**src/rtl/inst_queue.sv**
```systemverilog
// Instruction queue between fetch and decode: show-ahead circular buffer of
// {addr, data} entries with a stall threshold, flush, and a sticky overflow flag.
module inst_queue #(
  parameter int unsigned DATA_WIDTH = 32,
  parameter int unsigned ADDR_WIDTH = 32,
  parameter int unsigned DEPTH_LOG  = 3,
  parameter int unsigned SLACK      = 2
) (
  input  logic                  clk,
  input  logic                  rst,
  input  logic                  i_valid,
  input  logic [ADDR_WIDTH-1:0] i_addr,
  input  logic [DATA_WIDTH-1:0] i_data,
  output logic                  o_stall,
  output logic                  o_valid,
  output logic [ADDR_WIDTH-1:0] o_addr,
  output logic [DATA_WIDTH-1:0] o_data,
  input  logic                  i_ready,
  input  logic                  i_flush,
  output logic [DEPTH_LOG:0]    o_count,
  output logic                  o_overflow
);

  localparam int unsigned Depth = 1 << DEPTH_LOG;
  localparam int unsigned EntryW = ADDR_WIDTH + DATA_WIDTH;
  localparam logic [DEPTH_LOG:0] FullCnt = (DEPTH_LOG + 1)'(Depth);
  localparam logic [DEPTH_LOG:0] StallCnt = (DEPTH_LOG + 1)'(Depth - SLACK);
  localparam logic [DEPTH_LOG:0] CntOne = (DEPTH_LOG + 1)'(1);
  localparam logic [DEPTH_LOG-1:0] PtrOne = DEPTH_LOG'(1);

  logic [EntryW-1:0]    mem_q [Depth];
  logic [DEPTH_LOG-1:0] wr_ptr_q, wr_ptr_d;
  logic [DEPTH_LOG-1:0] rd_ptr_q, rd_ptr_d;
  logic [DEPTH_LOG:0]   count_q, count_d;
  logic                 overflow_q, overflow_d;
  logic                 full, push, pop;

  // Push/pop qualification; a pop frees the slot a full-queue push needs.
  always_comb begin
    full = (count_q == FullCnt);
    pop  = (count_q != '0) && i_ready && !i_flush;
    push = i_valid && !i_flush && (!full || pop);
  end

  // Next-state for pointers, occupancy and the sticky overflow flag.
  always_comb begin
    wr_ptr_d   = wr_ptr_q;
    rd_ptr_d   = rd_ptr_q;
    count_d    = count_q;
    overflow_d = overflow_q || (i_valid && !i_flush && full && !pop);
    if (i_flush) begin
      wr_ptr_d = '0;
      rd_ptr_d = '0;
      count_d  = '0;
    end else begin
      if (push) wr_ptr_d = wr_ptr_q + PtrOne;
      if (pop)  rd_ptr_d = rd_ptr_q + PtrOne;
      if (push && !pop)      count_d = count_q + CntOne;
      else if (!push && pop) count_d = count_q - CntOne;
    end
  end

  // Control state with synchronous reset taking priority over everything.
  always_ff @(posedge clk) begin
    if (rst) begin
      wr_ptr_q   <= '0;
      rd_ptr_q   <= '0;
      count_q    <= '0;
      overflow_q <= 1'b0;
    end else begin
      wr_ptr_q   <= wr_ptr_d;
      rd_ptr_q   <= rd_ptr_d;
      count_q    <= count_d;
      overflow_q <= overflow_d;
    end
  end

  // Storage is never cleared; pointers and count alone define validity.
  always_ff @(posedge clk) begin
    if (!rst && push) mem_q[wr_ptr_q] <= {i_addr, i_data};
  end

  // Show-ahead outputs straight from storage and registered state.
  always_comb begin
    o_valid    = (count_q != '0);
    {o_addr, o_data} = mem_q[rd_ptr_q];
    o_stall    = (count_q >= StallCnt);
    o_count    = count_q;
    o_overflow = overflow_q;
  end

endmodule

```
**config.mk**
```make
export PLATFORM = sky130hd
export DESIGN_NAME = inst_queue
export DESIGN_NICKNAME = d
export VERILOG_FILES = /design/src/rtl/inst_queue.sv
export SDC_FILE = /design/constraint.sdc
export NUM_CORES = 1
export LEC_CHECK = 0
export ABC_AREA = 1
export BUFFER_PORTS_ARGS = -buffer_cell sky130_fd_sc_hd__buf_2
export CAP_MARGIN = 0
export CORE_UTILIZATION = 45
export DETAILED_ROUTE_END_ITERATION = 8
export SLEW_MARGIN = 30
export SYNTH_ARGS = -nofsm -noshare
export SYNTH_HDL_FRONTEND = slang
export SYNTH_SLANG_ARGS = --single-unit
```
**constraint.sdc**
```tcl
create_clock -name clk -period 6.1 [get_ports clk]
set_clock_uncertainty 0.2 [all_clocks]
set_input_delay 0.61 -clock clk [delete_from_list [all_inputs] [get_ports clk]]
set_output_delay 0.61 -clock clk [all_outputs]
set_load 0.005 [all_outputs]
```
==> impl_metrics.json, run 1 <==
{
  "crit_slowest_cell": "sky130_fd_sc_hd__clkinv_2",
  "worstHoldPathType": "input pin to flip-flop",
  "max_slew.worst_pin.slew_ns": 0.9743,
  "grt_setup_unrepaired": "false",
  "crit_top_cell": "sky130_fd_sc_hd__nand2_1",
  "fp.dieArea_sq_um": 46200,
  "path_class": "flip-flop to output port",
  "drt-vias-per-instance": 5.497,
  "yosys_most_used_dff": "sky130_fd_sc_hd__edfxtp_1",
  "crit_arrival_ns": 3.34,
  "ys.warnings.count": 0,
  "fillerInstances": 3829,
  "chipHeight_um": 214.9,
  "post-cts-setup-buffers": 0,
  "clockRootBuffer": "sky130_fd_sc_hd__clkbuf_16",
  "end_kind": "output port",
  "port-buffer-count": 139,
  "power.density_cell_area_nw_per_um2": 315.9,
  "cts_buffer_depth": 3,
  "place.gp.congestion": 0.7392,
  "drive_above_1_share_pct": 14.34,
  "post-route-drc-count": 0,
  "largest_vdd_supply_drop_v": 0.0002135,
  "synth.largest_area_cell": "sky130_fd_sc_hd__edfxtp_1",
  "design.core.area_sq_um": 44510,
  "post_synth_main_area_contributors": "sky130_fd_sc_hd__edfxtp_1 (75%), sky130_fd_sc_hd__o21ai_0 (5.1%), sky130_fd_sc_hd__nor2_1 (5.1%)",
  "pin_count": 140,
  "initial_utilization_pct": 45.85,
  "path_cells": "clkinv_2 -> buf_4 -> o21ai_0 -> o22ai_1 -> nand2_1 -> nand2_1 -> buf_2",
  "setup_viol": 0,
  "synth_enable_flop_cells": 512,
  "timing.critical_path.required_ns": 5.29,
  "ctsResizeCount": 0,
  "drtAntennaViolNets": 0,
  "postSynthRegisterBits": 526,
  "tns_ns": 0,
  "grt_pass1_wl_um": 72490,
  "insertion_delay_ns": 0.60,
  "postSynthAreaPerCell_sq_um": 13.17,
  "grt_overflow": 0,
  "row_count": 77,
  "post-route-period-util_pct": 68.05,
  "setup.worst_path.start_class": "flip-flop",
  "post-route-min-period_ns": 4.151,
  "cts_htree_levels": 2,
  "dp_cells": 2202,
  "cts_tree": "built",
  "first_iter_violations": 1222,
  "dp.final_hpwl_um": 24120,
  "yosysSeqAreaShare_pct": 76.72,
  "crit_family": "buffers and inverters",
  "cts.sinks": 526,
  "drv_cap": 0,
  "max_freq_ghz": 0.2409,
  "cts.reportedPaths.clkPinSlew_ns": 0.06,
  "synthesis.area_sq_um": 20410,
  "synth_top_area_share_pct": 75.34,
  "area_delta_synth_final_pct": 14.11,
  "routed_wirelength_um": 47010,
  "number_of_antenna_violations_at_the_first_check_in_global_routing": 5,
  "drv_slew": 0,
  "multi_input_comb_area_sq_um": 4230,
  "via_count": 12654,
  "grt_max_degree": 185,
  "area_occupied_by_registers_sq_um": 15660,
  "final-hold-violation-count": 0,
  "via_count_of_the_first_global_routing_pass": 12337,
  "first_pass_iters": 5,
  "slew_headroom_pct": 35.04,
  "fp.dieW_um": 214.9,
  "fin_nets": 1742,
  "syn-instance-count": 1549,
  "power.leakage_uw": 0.008093,
  "critical_path.max_fanout": 56,
  "synth_async_sr_flop_share_pct": 0,
  "grt_usage_pct": 20.32,
  "netlist-cell-type-count": 26,
  "worstPathBufferInverterCount": 3,
  "hold_fix_buffers_at_cts": 0,
  "outcome": "completed",
  "cts-buffers-inserted": 54,
  "post_route_insts_no_fill": 2302,
  "critical-path-max-stage-delay_ns": 0.85,
  "avgRoutedWirePerCell_um": 20.42,
  "synth.net_count": 1624
}
kinds of logic (layout without fill, tap and decap cells):
family	count (synthesis)	in the layout	synth area share, %
flip-flops	526	526	76.72
XOR/XNOR	3	3	0.1288
AND/OR/NAND/NOR	502	502	9.357
other	0	1	0
buffers and inverters	114	274	2.845
adder cells (fa/ha/maj)	6	6	0.4047
AO/OA/AOI/OAI	398	398	10.55
cells in the mapped netlist (7+ instances only):
cell,number
sky130_fd_sc_hd__a21oi_1,10
sky130_fd_sc_hd__buf_2,26
sky130_fd_sc_hd__buf_6,12
sky130_fd_sc_hd__clkbuf_1,43
sky130_fd_sc_hd__clkbuf_2,7
sky130_fd_sc_hd__dfxtp_1,14
sky130_fd_sc_hd__edfxtp_1,512
sky130_fd_sc_hd__inv_1,15
sky130_fd_sc_hd__nand2_1,215
sky130_fd_sc_hd__nor2_1,275
sky130_fd_sc_hd__o21ai_0,209
sky130_fd_sc_hd__o21ai_1,51
sky130_fd_sc_hd__o22ai_1,128
sequential cells by signal, indices dropped and copies added (netlist names), named ones only:
register    cells
mem_q         512
o_count         4
rd_ptr_q        3
wr_ptr_q        3
o_overflow      1
placed cells by master, fill, tap and decap left out, drive strengths merged:
| cell type | n |
|---|---|
| clkbuf | 73 |
| clkinv | 24 |
| o21ai | 260 |
| nand3b | 2 |
| or2 | 2 |
| nand2 | 215 |
| xor2 | 3 |
| nor2 | 275 |
| ha | 5 |
| nand4 | 1 |
| buf | 159 |
| o22ai | 128 |
| dfxtp | 14 |
| inv | 16 |
| a21oi | 10 |
| bufinv | 2 |
| nand3 | 6 |
| fa | 1 |
| nand2b | 1 |
| diode | 1 |
| edfxtp | 512 |
final timing paths:
kind	from	endpoint	slack (ns)	cells past startpoint
worst max-delay path	flip-flop	o_addr[0]	1.95	7
worst min-delay path	rst	o_overflow	0.04	2
worst max register to register	o_count[1]	mem_q[0][8]	2.78	6
worst min register to register	o_overflow	o_overflow	0.25	2
power breakdown:
part	internal [uW]	switching, uW	total [uW]
Combinational	83.4	176	259
Clock	1780	1320	3100
Sequential	3980	12.7	4000
Total	5850	1510	7360
stage by stage:
stage | worst slack (ns) | area [sq um] | utilization (%) | power, uW | hold slack (ns)
2_1_floorplan | 1.479 | 20410 | - | 4201 | 0.2405
3_3_place_gp | 2.454 | 21560 | 48.44 | 4328 | 0.2462
6_report | 1.949 | 23290 | 52.32 | 7356 | 0.03792
3_5_place_dp | 2.455 | 21600 | 48.53 | 4333 | 0.2454
4_1_cts | 1.845 | 23260 | 52.25 | 7420 | 0.01736
5_1_grt | 1.679 | 23280 | 52.31 | 7580 | 0.02839
metal layers:
layer  track usage [%]  vias up  part of all wire, %
met2             32.35      330                   47
met3             3.935       72                  5.7
li1                  -     5908                    -
met1             28.72     6334                   45
met5                 0        -                 0.14
met4             5.262       10                  1.8
area by class of cell:
cell class	instances	share of cell area (%)
multi-input cells	909	18.17
inverters	17	0.3116
flip-flops and latches	526	67.27
well taps	592	3.181
repair buffers	159	3.960
diodes	1	0.01075
clock buffers	73	6.383
clock inverters	25	0.7200
Power figures use the tool's default switching activity.
==> inputs of run 2 (changes only) <==
- clock period: 6.1 -> 4.2 ns (I/O delays scaled with it)
==> impl_metrics.json, run 2 (synthesis results as in run 1) <==
{
  "number_of_antenna_violations_at_the_first_check_in_global_routing": 2,
  "mostFrequentLayoutCell": "sky130_fd_sc_hd__edfxtp_1",
  "timing.critical_path.required_ns": 3.58,
  "commonest_non_fill_non_tap_cells_in_the_layout": "sky130_fd_sc_hd__edfxtp_1 (512), sky130_fd_sc_hd__nor2_1 (267), sky130_fd_sc_hd__nand2_1 (215), sky130_fd_sc_hd__o21ai_0 (209), sky130_fd_sc_hd__buf_2 (139)",
  "worstPathBufferInverterCount": 3,
  "grt_overflow": 0,
  "hold_path.startpoint": "i_valid",
  "register_ranked_first_by_flip_flop_count": "mem_q",
  "postLayoutCellArea_sq_um": 23980,
  "path_class": "flip-flop to output port",
  "cts_buffer_depth": 3,
  "initial_utilization_pct": 45.85,
  "power.density_cell_area_nw_per_um2": 442.2,
  "max_freq_ghz": 0.2904,
  "slew_headroom_pct": 33.68,
  "fp.dieArea_sq_um": 46200,
  "drtAntennaViolNets": 0,
  "drv_cap": 0,
  "cts.sinks": 526,
  "critical-path-max-stage-delay_ns": 0.63,
  "chipHeight_um": 214.9,
  "final-hold-violation-count": 0,
  "cts.reportedPaths.clkPinSlew_ns": 0.06,
  "largest_vdd_supply_drop_v": 0.0002644,
  "drive_above_1_share_pct": 13.93,
  "via_count": 12688,
  "worstHoldPathType": "input pin to flip-flop",
  "fillerInstances": 3777,
  "flip_flop_count_of_the_largest_register_after_layout": 512,
  "path_cells": "clkinv_2 -> buf_4 -> o21ai_0 -> o22ai_1 -> nand2_1 -> nand2_1 -> buf_2",
  "area_delta_synth_final_pct": 17.53,
  "cts-buffers-inserted": 52,
  "ctsResizeCount": 0,
  "first_iter_violations": 962,
  "place.gp.congestion": 0.7349,
  "row_count": 77,
  "grt_pass1_wl_um": 71310,
  "post-route-period-util_pct": 82.00,
  "routed_wirelength_um": 46240,
  "crit_top_cell": "sky130_fd_sc_hd__nand2_1",
  "post-place-ws_ns": 1.225,
  "grt_max_degree": 139,
  "crit_slowest_cell": "sky130_fd_sc_hd__clkinv_2",
  "final.setup.worst_slack_ns": 0.7562,
  "post-route-drc-count": 0,
  "port-buffer-count": 139,
  "cts_tree": "built",
  "setup.worst_path.start_class": "flip-flop",
  "outcome": "completed",
  "pin_count": 140,
  "post-route-min-period_ns": 3.444,
  "setup_viol": 0,
  "grt_setup_unrepaired": "false",
  "dp.final_hpwl_um": 23410,
  "end_kind": "output port",
  "max_slew.worst_pin.slew_ns": 0.9947,
  "first_pass_iters": 5,
  "drv_slew": 0,
  "cts_htree_levels": 2,
  "clockRootBuffer": "sky130_fd_sc_hd__clkbuf_16",
  "fp.dieW_um": 214.9,
  "critical_path.max_fanout": 40,
  "crit_arrival_ns": 2.82,
  "crit_family": "buffers and inverters",
  "placed_cell_area_sq_um": 21720,
  "drt-vias-per-instance": 5.360,
  "design.core.area_sq_um": 44510,
  "grt_usage_pct": 19.91,
  "power.leakage_uw": 0.008367,
  "critical_path.reg2reg.startpoint": "o_count[0]",
  "insertion_delay_ns": 0.58,
  "via_count_of_the_first_global_routing_pass": 12405,
  "avgRoutedWirePerCell_um": 19.54,
  "fin_nets": 1811
}
==> run 2: cell count changes in the layout (fill, tap and decap cells not counted), moves of 2 or more <==
cell                            before  now
sky130_fd_sc_hd__buf_12              2   11
sky130_fd_sc_hd__buf_16              2    0
sky130_fd_sc_hd__clkbuf_1           16   11
sky130_fd_sc_hd__clkbuf_8            0    2
sky130_fd_sc_hd__clkinv_4            2    0
sky130_fd_sc_hd__clkinvlp_4          0    2
sky130_fd_sc_hd__buf_6               3    1
sky130_fd_sc_hd__dlygate4sd3_1       0   67
sky130_fd_sc_hd__clkbuf_16          57   53
==> run 2: worst paths after layout <==
| kind | end | slack (ns) | cells after the start |
|---|---|---|---|
| worst min-delay path | wr_ptr_q[2] | 0.06 | 5 |
| worst min register to register | rd_ptr_q[0] | 0.30 | 2 |
| worst max-delay path | o_data[11] | 0.76 | 7 |
| worst max register to register | mem_q[3][28] | 1.36 | 5 |
==> run 2: worst reg2reg max path, stage by stage, from the launching register on <==
cell and delay (ns):
sky130_fd_sc_hd__dfxtp_1 0.45, sky130_fd_sc_hd__nor2_1 0.10, sky130_fd_sc_hd__nand4_1 0.19, sky130_fd_sc_hd__nand3_1 0.37, sky130_fd_sc_hd__nor2_4 0.86, sky130_fd_sc_hd__buf_12 0.34
==> run 2: what timing repair did <==
item / in CTS / in global routing
endpoints found under the setup margin: 0 / 0
buffers inserted: 0 / 0
hold endpoints to repair: 517 / 0
hold buffers: 67 / 0
==> run 2: power breakdown <==
part | switching, uW | total, uW | internal (uW) | leakage, uW
logic | 266 | 430 | 165 | 0.00287
clock network | 1860 | 4380 | 2510 | 0.000773
registers | 13.7 | 5800 | 5790 | 0.00473
total | 2140 | 10600 | 8460 | 0.00837
==> run 2: area by class of cell <==
cell class	instances	area [sq um]	share of cell area, %
clock buffers	66	1395	5.817
repair buffers	230	1688	7.038
inverters	17	70.07	0.2922
flip-flops and latches	526	15660	65.31
diodes	2	5.005	0.02087
clock inverters	25	190.2	0.7930
multi-input cells	909	4230	17.64
well taps	592	740.7	3.088
==> run 2: per-layer routing <==
layer / global-route usage (%) / vias up / part of all wire, %
met2: 31.97 / 309 / 47
met4: 6.262 / 0 / 2.3
met1: 27.95 / 6273 / 46
met3: 3.100 / 72 / 5.1
met5: 0 / - / 0
li1: - / 6034 / -
==> run 2: stage by stage <==
| stage | TNS [ns] | util (%) | hold slack [ns] | instances | power, uW |
|---|---|---|---|---|---|
| after floorplan | -59.17 | - | 0.2405 | 1549 | 6101 |
| after global placement | 0 | 48.79 | 0.2433 | 2207 | 6281 |
| after detailed placement | 0 | 48.79 | 0.2580 | 2207 | 6292 |
| after CTS | 0 | 53.86 | 0.02825 | 2365 | 10690 |
| after global routing | 0 | 53.88 | 0.09878 | 2366 | 10930 |
| final | 0 | 53.88 | 0.06111 | 2367 | 10600 |
==> inputs of run 3 (changes only) <==
- ABC_AREA: 1 -> 0
- clock period: 4.2 -> 3.4 ns (I/O delays scaled with it)
==> impl_metrics.json, run 3 <==
{
  "fillerInstances": 3350,
  "synth_common_cells": "sky130_fd_sc_hd__edfxtp_1 (512), sky130_fd_sc_hd__mux4_2 (128), sky130_fd_sc_hd__mux2_2 (64)",
  "drive_above_1_share_pct": 39.82,
  "syn-instance-count": 823,
  "grt_pass1_wl_um": 55750,
  "slew_headroom_pct": 63.08,
  "cts_tree": "built",
  "timing.critical_path.required_ns": 2.86,
  "cts.reportedPaths.clkPinSlew_ns": 0.06,
  "place.gp.congestion": 0.6736,
  "synth_enable_flop_cells": 512,
  "yosysSeqAreaShare_pct": 78.45,
  "netlist-cell-type-count": 37,
  "insertion_delay_ns": 0.58,
  "cts-buffers-inserted": 52,
  "post-cts-setup-buffers": 0,
  "avgRoutedWirePerCell_um": 22.05,
  "via_count": 8942,
  "synth_compound_gate_area_share_pct": 0.4264,
  "hold_path.startpoint": "i_flush",
  "chipHeight_um": 212.6,
  "register_ranked_first_by_flip_flop_count": "mem_q",
  "mostFrequentLayoutCell": "sky130_fd_sc_hd__edfxtp_1",
  "path_class": "flip-flop to output port",
  "cts.sinks": 526,
  "commonest_non_fill_non_tap_cells_in_the_layout": "sky130_fd_sc_hd__edfxtp_1 (512), sky130_fd_sc_hd__buf_2 (139), sky130_fd_sc_hd__mux4_2 (128), sky130_fd_sc_hd__dlygate4sd3_1 (66), sky130_fd_sc_hd__mux2_2 (64)",
  "crit_arrival_ns": 2.52,
  "row_count": 76,
  "synth_top_family_by_area": "multiplexers",
  "max_freq_ghz": 0.3265,
  "drtAntennaViolNets": 0,
  "fp.dieW_um": 212.6,
  "post-synth-top-count-cell": "sky130_fd_sc_hd__edfxtp_1",
  "total_power_uw": 12780,
  "critical_path.reg2reg.startpoint": "o_count[0]",
  "postSynthRegisterBits": 526,
  "cts_buffer_depth": 3,
  "tns_ns": 0,
  "port-buffer-count": 139,
  "power.leakage_uw": 0.007513,
  "setup.worst_path.start_class": "flip-flop",
  "clockRootBuffer": "sky130_fd_sc_hd__clkbuf_16",
  "grt_overflow": 0,
  "postSynthAreaPerCell_sq_um": 24.25,
  "drv_cap": 0,
  "area_occupied_by_registers_sq_um": 15680,
  "grt_setup_unrepaired": "false",
  "area_delta_synth_final_pct": 19.29,
  "synth.largest_area_cell": "sky130_fd_sc_hd__edfxtp_1",
  "fp.dieArea_sq_um": 45190,
  "synth.net_count": 898,
  "whs_path_depth": 4,
  "worst-r2r-cell-count": 9,
  "synth_top_area_share_pct": 77.05,
  "fin_nets": 1138,
  "first_iter_violations": 430,
  "post_route_insts_no_fill": 1682,
  "drt-vias-per-instance": 5.316,
  "yosys_most_used_dff": "sky130_fd_sc_hd__edfxtp_1",
  "worstHoldPathType": "input pin to flip-flop",
  "r2r-end": "o_count[3]",
  "grt_usage_pct": 16.91,
  "routed_wirelength_um": 37090,
  "finalHoldWorstSlack_ns": 0.04494,
  "max_slew.worst_pin.slew_ns": 0.5538,
  "r2r_setup_slack_ns": 0.68,
  "post_synth_main_area_contributors": "sky130_fd_sc_hd__edfxtp_1 (77%), sky130_fd_sc_hd__mux4_2 (14%), sky130_fd_sc_hd__mux2_2 (3.6%)",
  "pin_count": 140,
  "post-route-period-util_pct": 90.07,
  "worstHoldEndpoint": "wr_ptr_q[1]",
  "setup_viol": 0,
  "synthesis.area_sq_um": 19950,
  "post-route-drc-count": 0,
  "grt_max_degree": 65,
  "end_kind": "output port",
  "largest_vdd_supply_drop_v": 0.0002889,
  "post_synth_and_or_nand_nor_area_fraction_pct": 1.060,
  "synth.area.mux_share_pct": 18.21,
  "dp.final_hpwl_um": 19490,
  "synth_async_sr_flop_share_pct": 0,
  "critical_path.max_fanout": 50,
  "final-hold-violation-count": 0,
  "cts_htree_levels": 2,
  "ys.warnings.count": 0,
  "multi_input_comb_area_sq_um": 4179,
  "dp_cells": 1528,
  "number_of_antenna_violations_at_the_first_check_in_global_routing": 3,
  "power.density_cell_area_nw_per_um2": 536.9,
  "via_count_of_the_first_global_routing_pass": 9612,
  "synth_xor_xnor_area_share_pct": 0.1756,
  "synthAdderAreaFrac_pct": 0.4138,
  "first_pass_iters": 4,
  "drv_slew": 0,
  "post-route-min-period_ns": 3.062,
  "initial_utilization_pct": 46.02,
  "outcome": "completed",
  "design.core.area_sq_um": 43360,
  "flip_flop_count_of_the_largest_register_after_layout": 512
}
==> run 3: timing repair <==
item                                   CTS  global route
resized for setup                        0             0
endpoints found under the hold margin  513             0
hold buffers                            66             0
==> run 3: worst max-delay path by stage <==
stage          startpoint          end  slack [ns]  cells after the start
2_1_floorplan     i_flush  mem_q[2][0]       -0.38                      4
3_3_place_gp      i_flush   o_count[3]        0.70                     10
3_5_place_dp      i_flush   o_count[3]        0.69                     10
4_1_cts         flip-flop   o_data[22]        0.24                      4
5_1_grt         flip-flop   o_data[25]        0.17                      4
6_report        flip-flop   o_data[22]        0.34                      4
==> run 3: stage by stage <==
step | utilization, % | worst slack [ns] | cell area, sq um
2_1_floorplan | - | -0.3796 | 20080
3_3_place_gp | 49.85 | 0.7036 | 21620
3_5_place_dp | 49.85 | 0.6888 | 21620
4_1_cts | 54.88 | 0.2391 | 23800
5_1_grt | 54.89 | 0.1688 | 23800
6_report | 54.89 | 0.3376 | 23800
==> run 3: where the power goes <==
part / total (uW) / internal (uW) / switching [uW]
Clock: 5200 / 2980 / 2230
Sequential: 7160 / 7140 / 16.2
Combinational: 419 / 210 / 209
Total: 12800 / 10300 / 2450
==> run 3: critical path, stage by stage, from the launching register on <==
cell,delay [ns]
sky130_fd_sc_hd__dfxtp_4,0.51
sky130_fd_sc_hd__buf_12,0.41
sky130_fd_sc_hd__mux4_2,0.56
sky130_fd_sc_hd__mux2_2,0.30
sky130_fd_sc_hd__buf_2,0.13
==> run 3: cells by family (layout without fill, tap and decap cells) <==
group	after synthesis	after routing
adder cells (fa/ha/maj)	6	6
flip-flops	526	526
AO/OA/AOI/OAI	11	11
AND/OR/NAND/NOR	40	40
multiplexers	195	195
XOR/XNOR	4	4
buffers and inverters	41	313
other	0	2
==> run 3: final cells by class <==
type	count	area share (%)
diodes	2	0.02103
repair buffers	225	7.065
flip-flops and latches	526	65.86
clock buffers	66	5.777
multi-input cells	256	17.56
well taps	585	3.075
inverters	2	0.03154
clock inverters	20	0.6098
==> run 3: layer usage <==
layer | global-route usage, % | vias to the layer above | wire (um)
li1 | - | 3990 | -
met1 | 23.04 | 4715 | 16620
met2 | 27.54 | 180 | 18120
met3 | 3.708 | 55 | 1625
met4 | 4.788 | 2 | 712
met5 | 0 | - | 17
